<file path="config.mk">
export PLATFORM = sky130hd
export DESIGN_NAME = dmem_port_arbiter_flat
export DESIGN_NICKNAME = d
export VERILOG_FILES = /design/src/rtl/dmem_port_arbiter_if.sv /design/src/rtl/dmem_port_arbiter.sv /design/src/flat_wrapper.sv
export SDC_FILE = /design/constraint.sdc
export NUM_CORES = 1
export LEC_CHECK = 0
export CAP_MARGIN = 20
export CORE_UTILIZATION = 40
export CTS_CLUSTER_SIZE = 12
export DETAILED_ROUTE_END_ITERATION = 8
export GPL_ROUTABILITY_DRIVEN = 0
export PLACE_DENSITY = 0.81
export SLEW_MARGIN = 20
export SYNTH_ARGS = -nofsm -noshare
export SYNTH_HDL_FRONTEND = slang
export SYNTH_SLANG_ARGS = --single-unit
</file>
<file path="constraint.sdc">
create_clock -name clock -period 1.6 [get_ports clock]
set_clock_uncertainty 0.15 [all_clocks]
set_input_delay 0.16 -clock clock [delete_from_list [all_inputs] [get_ports clock]]
set_output_delay 0.16 -clock clock [all_outputs]
set_load 0.01 [all_outputs]
</file>
<file path="src/rtl/dmem_port_arbiter_if.sv">
// Two-requester data-memory bus plus the arbiter's BRAM pins.
// slave = arbiter side, master = requesters/BRAM side.
interface dmem_port_arbiter_if #(
   parameter int ADDR_W = 8,
   parameter int DATA_W = 32
);
   logic              req0;
   logic              we0;
   logic [ADDR_W-1:0] addr0;
   logic [DATA_W-1:0] wdata0;
   logic              ack0;
   logic [DATA_W-1:0] rdata0;

   logic              req1;
   logic              we1;
   logic [ADDR_W-1:0] addr1;
   logic [DATA_W-1:0] wdata1;
   logic              ack1;
   logic [DATA_W-1:0] rdata1;

   logic              mem_en;
   logic              mem_we;
   logic [ADDR_W-1:0] mem_addr;
   logic [DATA_W-1:0] mem_din;
   logic [DATA_W-1:0] mem_dout;

   logic              busy;
   logic              owner;

   modport slave (
      input  req0, we0, addr0, wdata0,
      input  req1, we1, addr1, wdata1,
      input  mem_dout,
      output ack0, rdata0, ack1, rdata1,
      output mem_en, mem_we, mem_addr, mem_din,
      output busy, owner
   );

   modport master (
      output req0, we0, addr0, wdata0,
      output req1, we1, addr1, wdata1,
      output mem_dout,
      input  ack0, rdata0, ack1, rdata1,
      input  mem_en, mem_we, mem_addr, mem_din,
      input  busy, owner
   );
endinterface

</file>
<file path="src/rtl/dmem_port_arbiter.sv">
// Two-port req/ack arbiter in front of a single-port data BRAM.
// DMEM_ARB_FIXED_PRIO_EN selects fixed port-0 priority instead of round-robin.
module dmem_port_arbiter #(
   parameter int ADDR_W = 8,
   parameter int DATA_W = 32,
   parameter int RD_LAT = 1
) (
   input  logic                 clock,
   input  logic                 rst,
   dmem_port_arbiter_if.slave   bus
);

   typedef enum logic [1:0] {
      IDLE,
      ISSUE,
      WAIT,
      DONE
   } state_t;

   localparam logic [1:0] WAIT_N =
      (RD_LAT > 1) ? 2'(RD_LAT - 2) : 2'd0;

   state_t            state, state_n;
   logic [1:0]        cnt, cnt_n;
   logic              owner_q, owner_n;
   logic              we_q, we_n;
   logic              ack, rd_done, win;
   logic              en_n, mwe_n;
   logic [ADDR_W-1:0] maddr_n;
   logic [DATA_W-1:0] mdin_n;
   logic              mem_en_q, mem_we_q;
   logic [ADDR_W-1:0] mem_addr_q;
   logic [DATA_W-1:0] mem_din_q;
   logic [DATA_W-1:0] rdata0_q, rdata1_q;

`ifdef DMEM_ARB_FIXED_PRIO_EN
   always_comb win = ~bus.req0;
`else
   logic rr_ptr, rr_n;

   always_comb begin
      if (bus.req0 && bus.req1)
         win = rr_ptr;
      else
         win = bus.req1;
   end
`endif

   always_ff @(posedge clock or negedge rst) begin
      if (!rst) begin
         state      <= IDLE;
         cnt        <= '0;
         owner_q    <= 1'b0;
         we_q       <= 1'b0;
         mem_en_q   <= 1'b0;
         mem_we_q   <= 1'b0;
         mem_addr_q <= '0;
         mem_din_q  <= '0;
      end else begin
         state      <= state_n;
         cnt        <= cnt_n;
         owner_q    <= owner_n;
         we_q       <= we_n;
         mem_en_q   <= en_n;
         mem_we_q   <= mwe_n;
         mem_addr_q <= maddr_n;
         mem_din_q  <= mdin_n;
      end
   end

   always_comb begin
      state_n = state;
      cnt_n   = cnt;
      owner_n = owner_q;
      we_n    = we_q;
      ack     = 1'b0;
      rd_done = 1'b0;
      en_n    = 1'b0;
      mwe_n   = 1'b0;
      maddr_n = '0;
      mdin_n  = '0;
`ifndef DMEM_ARB_FIXED_PRIO_EN
      rr_n    = rr_ptr;
`endif
      unique case (state)
         IDLE: begin
            if (bus.req0 || bus.req1) begin
               owner_n = win;
               we_n    = win ? bus.we1 : bus.we0;
               state_n = ISSUE;
               en_n    = 1'b1;
               mwe_n   = we_n;
               maddr_n = win ? bus.addr1 : bus.addr0;
               mdin_n  = win ? bus.wdata1 : bus.wdata0;
`ifndef DMEM_ARB_FIXED_PRIO_EN
               rr_n    = ~win;
`endif
            end
         end
         ISSUE: begin
            if (we_q) begin
               ack     = 1'b1;
               state_n = IDLE;
            end else if (RD_LAT == 1) begin
               state_n = DONE;
            end else begin
               state_n = WAIT;
               cnt_n   = WAIT_N;
            end
         end
         WAIT: begin
            if (cnt == 2'd0)
               state_n = DONE;
            else
               cnt_n = cnt - 2'd1;
         end
         DONE: begin
            ack     = 1'b1;
            rd_done = 1'b1;
            state_n = IDLE;
         end
         default: state_n = IDLE;
      endcase
   end

`ifndef DMEM_ARB_FIXED_PRIO_EN
   always_ff @(posedge clock or negedge rst) begin
      if (!rst)
         rr_ptr <= 1'b0;
      else
         rr_ptr <= rr_n;
   end
`endif

   // Read data is forwarded straight from the BRAM during DONE, then held.
   always_ff @(posedge clock or negedge rst) begin
      if (!rst) begin
         rdata0_q <= '0;
         rdata1_q <= '0;
      end else if (rd_done) begin
         if (owner_q)
            rdata1_q <= bus.mem_dout;
         else
            rdata0_q <= bus.mem_dout;
      end
   end

   assign bus.ack0     = ack & ~owner_q;
   assign bus.ack1     = ack & owner_q;
   assign bus.rdata0   = (rd_done && !owner_q) ? bus.mem_dout : rdata0_q;
   assign bus.rdata1   = (rd_done && owner_q) ? bus.mem_dout : rdata1_q;
   assign bus.mem_en   = mem_en_q;
   assign bus.mem_we   = mem_we_q;
   assign bus.mem_addr = mem_addr_q;
   assign bus.mem_din  = mem_din_q;
   assign bus.busy     = (state != IDLE);
   assign bus.owner    = owner_q;

endmodule

</file>
<file path="src/flat_wrapper.sv">
// flat-port wrapper written by rule: the top's interface ports become plain ports
module dmem_port_arbiter_flat 
#(
   parameter int ADDR_W = 8,
   parameter int DATA_W = 32,
   parameter int RD_LAT = 1
)
  (clock, rst, bus_req0, bus_we0, bus_addr0, bus_wdata0, bus_req1, bus_we1, bus_addr1, bus_wdata1, bus_mem_dout, bus_ack0, bus_rdata0, bus_ack1, bus_rdata1, bus_mem_en, bus_mem_we, bus_mem_addr, bus_mem_din, bus_busy, bus_owner);
  dmem_port_arbiter_if #(.ADDR_W(ADDR_W), .DATA_W(DATA_W)) bus_i ();
  input  logic clock;
  input  logic rst;
  input wire logic [$bits(bus_i.req0)-1:0] bus_req0;
  input wire logic [$bits(bus_i.we0)-1:0] bus_we0;
  input wire logic [$bits(bus_i.addr0)-1:0] bus_addr0;
  input wire logic [$bits(bus_i.wdata0)-1:0] bus_wdata0;
  input wire logic [$bits(bus_i.req1)-1:0] bus_req1;
  input wire logic [$bits(bus_i.we1)-1:0] bus_we1;
  input wire logic [$bits(bus_i.addr1)-1:0] bus_addr1;
  input wire logic [$bits(bus_i.wdata1)-1:0] bus_wdata1;
  input wire logic [$bits(bus_i.mem_dout)-1:0] bus_mem_dout;
  output wire logic [$bits(bus_i.ack0)-1:0] bus_ack0;
  output wire logic [$bits(bus_i.rdata0)-1:0] bus_rdata0;
  output wire logic [$bits(bus_i.ack1)-1:0] bus_ack1;
  output wire logic [$bits(bus_i.rdata1)-1:0] bus_rdata1;
  output wire logic [$bits(bus_i.mem_en)-1:0] bus_mem_en;
  output wire logic [$bits(bus_i.mem_we)-1:0] bus_mem_we;
  output wire logic [$bits(bus_i.mem_addr)-1:0] bus_mem_addr;
  output wire logic [$bits(bus_i.mem_din)-1:0] bus_mem_din;
  output wire logic [$bits(bus_i.busy)-1:0] bus_busy;
  output wire logic [$bits(bus_i.owner)-1:0] bus_owner;
  assign bus_i.req0 = bus_req0;
  assign bus_i.we0 = bus_we0;
  assign bus_i.addr0 = bus_addr0;
  assign bus_i.wdata0 = bus_wdata0;
  assign bus_i.req1 = bus_req1;
  assign bus_i.we1 = bus_we1;
  assign bus_i.addr1 = bus_addr1;
  assign bus_i.wdata1 = bus_wdata1;
  assign bus_i.mem_dout = bus_mem_dout;
  assign bus_ack0 = bus_i.ack0;
  assign bus_rdata0 = bus_i.rdata0;
  assign bus_ack1 = bus_i.ack1;
  assign bus_rdata1 = bus_i.rdata1;
  assign bus_mem_en = bus_i.mem_en;
  assign bus_mem_we = bus_i.mem_we;
  assign bus_mem_addr = bus_i.mem_addr;
  assign bus_mem_din = bus_i.mem_din;
  assign bus_busy = bus_i.busy;
  assign bus_owner = bus_i.owner;
  dmem_port_arbiter #(.ADDR_W(ADDR_W), .DATA_W(DATA_W), .RD_LAT(RD_LAT)) u_core (.clock(clock), .rst(rst), .bus(bus_i));
endmodule
</file>
==> results_dict.tcl <==
set metrics [dict create \
    fp-row-count 38 \
    clk_latency_ns 0.50 \
    drv_slew 0 \
    min_period_ns 2.177 \
    drt_iter0_drc 187 \
    r2r_start "u_core.state[1]" \
    drc 0 \
    synth_top_cells_by_area "dfrtp_1, mux2_2, a21oi_1" \
    die_w_um 107.6 \
    max_freq_ghz 0.4593 \
    slew_headroom_pct 77.96 \
    critPathMaxFanout 6 \
    power_frac_comb_pct 51.2 \
    whs_ns 0.08587 \
    synth_cell_type_count 21 \
    synth.yosys.warnings 0 \
    netSwitchingPower_mw 5.499 \
    crit_type "reg2out" \
    detail_route.wl_per_cell_um 20.48 \
    synth-edff-count 0 \
    stdcell_area_um2 8600 \
    max-vdd-ir-drop_uv 1287 \
    vias 4145 \
    synth_top_cell_by_area "dfrtp_1" \
    cts_tree "built" \
    power.density_nw_per_um2 1974 \
    h-tree-depth 4 \
    diodes 0 \
    layout_common_cells "clkdlybuf4s50_1, dfrtp_1, buf_6" \
    r2r_slack_ns -0.13 \
    p_int_mw 11.48 \
    worstHoldPathType "in2reg" \
    hold_violations 0 \
    clockBufferDepth 2 \
    finalWorstSetupSlack_ns -0.5770 \
    placed_cell_area_um2 7088 \
    grt_pass1_vias 4386 \
    pre_cts_ws_ns -0.4158 \
    r2r_cells 8 \
    async_flop_share_pct 100.0 \
    placement.io_buffers 227 \
    numCtsBuffers 17 \
    final_common_cell "clkdlybuf4s50_1" \
    final_cell_count_no_fill 805 \
    antenna_found_initial 0 \
    cp-start-kind "flip-flop" \
    io_pins 228 \
    path_clk_slew_ns 0.06 \
    dieArea_um2 11580 \
    syn_nets 481 \
    required_ns 1.29 \
    fillers 626 \
    drt-total-wl_um 16490 \
    grt_max_degree 44 \
    setup_viol 126 \
    postSynthAreaPerCell_um2 12.33 \
    max-cap-violations 0 \
    worstPathArrival_ns 1.87 \
    grtUsageTotal_pct 27.21 \
    grt_pass1_wl_um 23400 \
    r2r_end "u_core.bus.owner" \
    drt-pass1-iter-count 5 \
    root_buffer "clkbuf_8" \
    synth_top_area_share_pct 63.38 \
    fin_crit_sh_pct 136.1 \
    drive_gt1_share_pct 42.41 \
    place.detailed.hpwl_um 9659 \
    syn_to_final_growth_pct 92.74 \
    fp.dieH_um 107.6 \
    cts_sinks 113 \
    syn_area_um2 4462 \
    seqPwrFrac_pct 26.5 \
    ys_ff_latch 113 \
    violations "negative setup slack" \
    synth-main-ff-cell "dfrtp_1" \
    start_util_pct 41.16 \
    grt-ovfl-total 0 \
    placedCellCount 729 \
    rsz0062_at_grt "true" \
    seq_area_frac_synth_pct 63.38 \
    nNetsFinal 771 \
    worst_slew_pin_slew_ns 0.3272 \
    viasPerCell 5.149 \
    worst_setup_path_end_kind "output pin" \
    core_area_um2 10840 \
    clock_power_share_pct 22.3 \
    cp-startpoint "u_core.bus.owner" \
    crit_path_end "bus_rdata0[17]" \
    outcome "finished with violations" \
    synthCells 362 \
    ant_nets 0 \
    leakage_nw 4.123 \
    swShare_pct 32.39 \
]
-- flip-flops by register name, summed over array words and instances, names as in the netlist --
signal	flops
u_core.bus.mem_din	32
u_core.rdata0_q	32
u_core.rdata1_q	32
u_core.bus.mem_addr	8
u_core.bus.mem_we	1
u_core.cnt	2
u_core.state	2
u_core.rr_ptr	1
u_core.we_q	1
u_core.bus.mem_en	1
u_core.bus.owner	1
-- timing repair --
action | CTS | global route
gates resized for setup | 419 | 101
hold endpoints to repair | 113 | 16
gates cloned | 5 | 0
pin swaps | 3 | 1
endpoints found under the setup margin | 110 | 121
hold buffers | 2 | 1
setup buffers | 24 | 18
-- worst max-delay path, cell delays in order, from the launching register on --
cell	delay [ns]
dfrtp_1	0.40
inv_2	0.09
nand3_4	0.12
buf_6	0.16
buf_12	0.14
mux2_4	0.32
buf_6	0.13
-- layout make-up --
class | instances | area, µm² | share of cell area, %
multi-input combinational | 214 | 1866 | 21.69
clock buffer | 19 | 431.7 | 5.020
sequential | 113 | 2830 | 32.91
inverter | 7 | 26.28 | 0.3055
clock inverter | 13 | 161.4 | 1.877
tap | 140 | 175.2 | 2.037
timing repair buffer | 299 | 3109 | 36.16
-- synth_stat cells, types with 2 or more instances --
| cell type | count |
|---|---|
| a21oi_1 | 43 |
| nor2_1 | 6 |
| mux2_2 | 64 |
| dfrtp_1 | 113 |
| buf_2 | 11 |
| inv_1 | 7 |
| clkbuf_1 | 17 |
| nand2b_1 | 2 |
| nand3_1 | 43 |
| o21ai_0 | 43 |
| nand2_1 | 3 |
-- worst min path at each step --
| stage | start | to | slack (ns) | cells past startpoint |
|---|---|---|---|---|
| 2_1_floorplan | rst | u_core.bus.mem_addr[0] | -0.29 | 0 |
| 3_3_place_gp | rst | u_core.rdata1_q[24] | -0.09 | 1 |
| 3_5_place_dp | rst | u_core.rdata1_q[24] | -0.09 | 1 |
| 4_1_cts | rst | u_core.rdata0_q[21] | 0.04 | 3 |
| 5_1_grt | bus_wdata0[3] | u_core.bus.mem_din[3] | 0.07 | 3 |
| 6_report | bus_wdata0[30] | u_core.bus.mem_din[30] | 0.09 | 3 |
-- routing by layer --
| layer | track usage, % | part of all wire (%) |
|---|---|---|
| met3 | 8.172 | 6.8 |
| met5 | 0 | 0 |
| met1 | 30.15 | 38 |
| met4 | 8.121 | 1.4 |
| met2 | 49.77 | 53 |
-- kinds of logic after synthesis --
family,synth area share [%]
AO/OA/AOI/OAI,10.10
XOR/XNOR,0.1963
AND/OR/NAND/NOR,6.422
adder cells (fa/ha/maj),0.2804
multiplexers,16.38
flip-flops,63.38
buffers and inverters,3.253
-- through the flow --
step	total power, mW	TNS [ns]	util (%)
global route	17.66	-44.09	79.33
CTS	15.56	-35.67	75.45
floorplan	7.002	0	-
finish	16.98	-36.70	79.33
detailed placement	10.82	-24.13	65.39
global placement	10.60	-21.95	65.39
-- power by group through the flow --
stage | Clock (mW) | Sequential [mW] | Combinational, mW
3_5_place_dp | 0 | 4.37 | 6.44
5_1_grt | 3.96 | 4.57 | 9.13
4_1_cts | 3.77 | 4.40 | 7.39
3_3_place_gp | 0 | 4.30 | 6.30
2_1_floorplan | 0 | 4.44 | 2.57
6_report | 3.78 | 4.50 | 8.69
Note: power is estimated with default switching activity, not from simulation.
==> RTL change 1 (config.mk and constraints unchanged) <==
`DATA_W` is set to 32 in 3 places; all go to 28.
--- a/src/rtl/dmem_port_arbiter_if.sv
+++ b/src/rtl/dmem_port_arbiter_if.sv
@@ -2,7 +2,7 @@
 // slave = arbiter side, master = requesters/BRAM side.
 interface dmem_port_arbiter_if #(
    parameter int ADDR_W = 8,
-   parameter int DATA_W = 32
+   parameter int DATA_W = 28
 );
    logic              req0;
    logic              we0;
--- a/src/rtl/dmem_port_arbiter.sv
+++ b/src/rtl/dmem_port_arbiter.sv
@@ -2,7 +2,7 @@
 // DMEM_ARB_FIXED_PRIO_EN selects fixed port-0 priority instead of round-robin.
 module dmem_port_arbiter #(
    parameter int ADDR_W = 8,
-   parameter int DATA_W = 32,
+   parameter int DATA_W = 28,
    parameter int RD_LAT = 1
 ) (
    input  logic                 clock,
--- a/src/flat_wrapper.sv
+++ b/src/flat_wrapper.sv
@@ -2,7 +2,7 @@
 module dmem_port_arbiter_flat 
 #(
    parameter int ADDR_W = 8,
-   parameter int DATA_W = 32,
+   parameter int DATA_W = 28,
    parameter int RD_LAT = 1
 )
   (clock, rst, bus_req0, bus_we0, bus_addr0, bus_wdata0, bus_req1, bus_we1, bus_addr1, bus_wdata1, bus_mem_dout, bus_ack0, bus_rdata0, bus_ack1, bus_rdata1, bus_mem_en, bus_mem_we, bus_mem_addr, bus_mem_din, bus_busy, bus_owner);
Ports: changed (6 resized); port bits go from 228 to 204. No check against the original RTL was run, so the function may have changed too.
==> RTL change 1 against the unedited design <==
  * The run still ends with setup timing left
  * Setup slack improved by 0.11 ns
  * Non-clock buffer count decreased by 36
  * Fmax increased by 5.3%
  * Power decreased by 21%
  * Design area decreased by 12%
  * Area after synthesis decreased by 5.3%
  * Routed wire length decreased by 20%
  * Sequential power decreased by 12%
  * Sequential cell count decreased by 12
  * Critical path type unchanged
  * Highest routed layer unchanged
==> RTL change 1: results (changes against the unedited design) <==
[route] sum of met3 wire segment lengths after detailed routing 1032 um [was 1122 um]
[yosys] Distinct cells, synth 26 [was 21]
[global_routing] first-pass GRT wire length 19690 um [was 23400 um]
[clock_tree] clock-pin slew on the worst setup and hold paths 0.10 ns [was 0.06 ns]
[global_routing] maximum number of pins on one net before global-route repair 41 [was 44]
[placed_design] number of buffers inserted by port buffering 203 [was 227]
[power] maximum vdd ir drop 0.8929 mV [was 1.287 mV]
[yosys] portion of the post-synthesis area used by sequential elements 59.82% [was 63.38%]
[run_status] status complete, but fails checks [unchanged]
[route] overall routed net length 13150 um [was 16490 um]
[critical_path] signal arrival time at the worst endpoint 1.76 ns [was 1.87 ns]
[clock_tree] number of clock buffers inserted by TritonCTS 9 [was 17]
[route] total via count in the routed design 3584 [was 4145]
[clock_tree] number of H-tree branching levels 3 [was 4]
[global_routing] via count of the first global-routing pass 3760 [was 4386]
[finish] final standard cell count with taps included and fillers excluded 718 [was 805]
[clock_tree] clock insertion delay at the later pin of the skew report 0.37 ns [was 0.50 ns]
[route] violation count after the first detailed-route iteration 147 [was 187]
[finish] final layout net count 684 [was 771]
[min_path] classification of the worst-slack hold path in -> async [was in -> reg]
[route] detailed-route wire length on metal 1 4977 um [was 6344 um]
[global_routing] GRT Total Usage 23.38% [was 27.21%]
[sta] pin slew with the least headroom to its limit 0.4212 ns [was 0.3272 ns]
[run_status] failing checks setup timing [unchanged]
[placed_design] placed wire-length estimate 8391 um [was 9659 um]
[finish] fillcell total 662 [was 626]
[yosys] net count of the mapped netlist 434 [was 481]
[sta] total negative slack for setup checks -29.81 ns [was -36.70 ns]
[sta] post-layout worst setup margin -0.4666 ns [was -0.5770 ns]
[placed_design] placed insts 667 [was 729]
[finish] ratio of cells with drive above 1 in the final layout 41.41% [was 42.41%]
[sta] final setup violation count 102 [was 126]
[route] First-pass DRT Iterations 4 [was 5]
[critical_path] setup slack on the worst flop-to-flop path -0.26 ns [was -0.13 ns]
[yosys] Synth Instances 327 [was 362]
[yosys] top cell types by occurrence after synthesis dfrtp_1, mux2_4, a21oi_1, o21ai_0, nand3_1 [was dfrtp_1, mux2_2, a21oi_1, nand3_1, o21ai_0]
[route] amount of wire on met2 after detailed routing 6778 um [was 8798 um]
[power] total leakage power 0.003692 uW [was 0.004123 uW]
RTL change 1: cell families (layout without fill, tap and decap cells):
family,count (synthesis),in the layout,synth area share (%)
AO/OA/AOI/OAI,81,81,9.713
XOR/XNOR,1,1,0.2073
adder cells (fa/ha/maj),1,1,0.2961
buffers and inverters,32,286,4.175
flip-flops,101,101,59.82
multiplexers,57,57,18.71
AND/OR/NAND/NOR,54,55,7.078
RTL change 1: cell type report:
type | count | share of cell area [%]
clock buffer | 9 | 1.634
sequential | 101 | 33.37
multi-input combinational | 195 | 23.93
inverter | 7 | 0.3796
tap | 136 | 2.245
timing repair buffer | 263 | 37.38
clock inverter | 7 | 1.056
RTL change 1: how the worst max path moves through the flow:
stage	startpoint	endpoint	slack [ns]	cells after the start
floorplan	u_core.bus.owner	bus_rdata0[10]	0.07	4
global placement	u_core.bus.owner	bus_rdata1[25]	-0.29	5
detailed placement	u_core.state[0]	bus_rdata0[7]	-0.31	4
CTS	u_core.bus.owner	bus_rdata0[24]	-0.48	5
global route	u_core.bus.owner	bus_rdata1[14]	-0.52	6
finish	u_core.bus.owner	bus_rdata1[8]	-0.47	6
RTL change 1: critical path, cell delays in order (launching register included):
cell     delay [ns]
dfrtp_1        0.40
buf_6          0.12
nand3_4        0.13
buf_12         0.17
buf_12         0.13
mux2_4         0.31
buf_6          0.12
RTL change 1: power breakdown:
part	leakage [uW]	switching [uW]	total [uW]	internal [uW]
clock network	0.000102	934	1680	746
logic	0.00234	3180	7850	4670
registers	0.00125	384	3950	3570
RTL change 1: stage by stage:
stage          total power (uW)  hold WS (ns)
3_3_place_gp               9978       -0.1162
6_report                  13490       0.05261
3_5_place_dp              10170       -0.1141
4_1_cts                   12800       0.01943
2_1_floorplan              6815       -0.2856
5_1_grt                   14120       0.05690
RTL change 1: layer usage:
metal | up-vias | global-route usage [%]
met5 | - | 0
li1 | 1651 | -
met1 | 1733 | 26.41
met3 | 25 | 7.424
met4 | 0 | 10.26
met2 | 175 | 40.49
RTL change 1: what timing repair did:
item | 4_1_cts | 5_1_grt
hold buffers | 1 | 0
pin swaps | 3 | 1
setup endpoints to repair | 61 | 119
hold endpoints to repair | 101 | 0
buffers inserted | 20 | 12
gates resized for setup | 329 | 77
gates cloned | 2 | 5
==> RTL change 2 (same settings) <==
Without the edit above. Take the reset off `mem_addr_q` and `mem_din_q` and load them in a clocked block of their own.
--- a/src/rtl/dmem_port_arbiter.sv
+++ b/src/rtl/dmem_port_arbiter.sv
@@ -54,8 +54,6 @@
          we_q       <= 1'b0;
          mem_en_q   <= 1'b0;
          mem_we_q   <= 1'b0;
-         mem_addr_q <= '0;
-         mem_din_q  <= '0;
       end else begin
          state      <= state_n;
          cnt        <= cnt_n;
@@ -63,9 +61,12 @@
          we_q       <= we_n;
          mem_en_q   <= en_n;
          mem_we_q   <= mwe_n;
-         mem_addr_q <= maddr_n;
-         mem_din_q  <= mdin_n;
       end
+   end
+
+   always_ff @(posedge clock) begin
+      mem_addr_q <= maddr_n;
+      mem_din_q  <= mdin_n;
    end
 
    always_comb begin
Check against the original RTL: not equivalent (Yosys sat finds a counterexample within 4 cycles, from zero or initial values and one cycle with rst low).
==> RTL change 2 against the unedited design <==
  * The run still ends with setup timing left
  * Global-route usage increased by 2.3 points
  * Fmax decreased by 5.7%
  * Setup slack got worse by 0.13 ns
  * Routed wire length increased by 8.6%
  * Power increased by 7.6%
  * Highest routed layer unchanged
  * Design area decreased by 4.3%
  * Sequential cell count unchanged
  * Area after synthesis decreased by 11%
  * Non-clock buffer count increased by 1
  * Critical path type unchanged
==> RTL change 2: results (changes against the unedited design) <==
[run_status] status complete, but fails checks [unchanged]
[run_status] failing checks setup timing [unchanged]
[critical_path] Critical R2R Launch u_core.state[0] [was u_core.state[1]]
[finish] ratio of cells with drive above 1 in the final layout 42.88% [was 42.41%]
[route] amount of wire on met2 after detailed routing 8763 um [was 8798 um]
[placed_design] placed wire-length estimate 7709 um [was 9659 um]
[power] total leakage power 0.004005 uW [was 0.004123 uW]
[finish] fillcell total 479 [was 626]
[critical_path] signal arrival time at the worst endpoint 2.00 ns [was 1.87 ns]
[placed_design] Post-Place Cell Area 6494 um^2 [was 7088 um^2]
[sta] post-layout worst setup margin -0.7078 ns [was -0.5770 ns]
[finish] multi-input logic portion of the cell area 18.53% [was 21.69%]
[sta] worst-case headroom to the max-slew limit 64.97% [was 77.96%]
[yosys] top cell types by occurrence after synthesis dfrtp_1, mux2_2, a22o_1 [was dfrtp_1, mux2_2, a21oi_1, nand3_1, o21ai_0]
[yosys] mux cell area share after synthesis 18.05% [was 16.38%]
[critical_path] biggest fanout along the worst timing path 8 [was 6]
[finish] count of sequential standard cells 113 [unchanged]
[clock_tree] clock insertion delay at the later pin of the skew report 0.52 ns [was 0.50 ns]
[power] maximum vdd ir drop 0.9912 mV [was 1.287 mV]
[global_routing] met3 layer usage reported by global route 12.04% [was 8.172%]
[finish] Signal buf overhead 39.76% [was 36.16%]
[sta] final setup violation count 144 [was 126]
[yosys] Compound-Gate Fraction of Synth Area 10.56% [was 10.10%]
[finish] final layout net count 689 [was 771]
[finish] Seq area share 31.95% [was 32.91%]
[finish] Signal buffers 300 [was 299]
[yosys] portion of the post-synthesis area used by sequential elements 65.81% [was 63.38%]
-- RTL change 2: changes by cell type in the layout (fill, tap and decap cells not counted), sizes merged, moves of 2 or more --
| cell | before | now |
|---|---|---|
| dfxtp | 0 | 40 |
| inv | 8 | 6 |
| dfrtp | 113 | 73 |
| bufinv | 3 | 1 |
| clkinvlp | 4 | 1 |
| clkbuf | 19 | 25 |
| buf | 139 | 141 |
| nand3 | 43 | 2 |
| o21ai | 43 | 6 |
| a22o | 0 | 41 |
| a21oi | 43 | 0 |
-- RTL change 2: stage by stage --
stage	hold slack, ns	std cells	setup WS [ns]
after floorplan	-0.2856	267	0.04771
after global placement	0.005742	624	-0.3676
after detailed placement	0.005321	624	-0.4022
after CTS	0.007102	693	-0.6150
after global routing	0.03145	716	-0.7427
final	0.02018	716	-0.7078
-- RTL change 2: what timing repair did --
item	4_1_cts	5_1_grt
setup endpoints to repair	151	135
buffers inserted	29	31
hold buffers	1	0
gates cloned	9	0
gates resized for setup	471	52
pin swaps	16	5
endpoints found under the hold margin	73	0
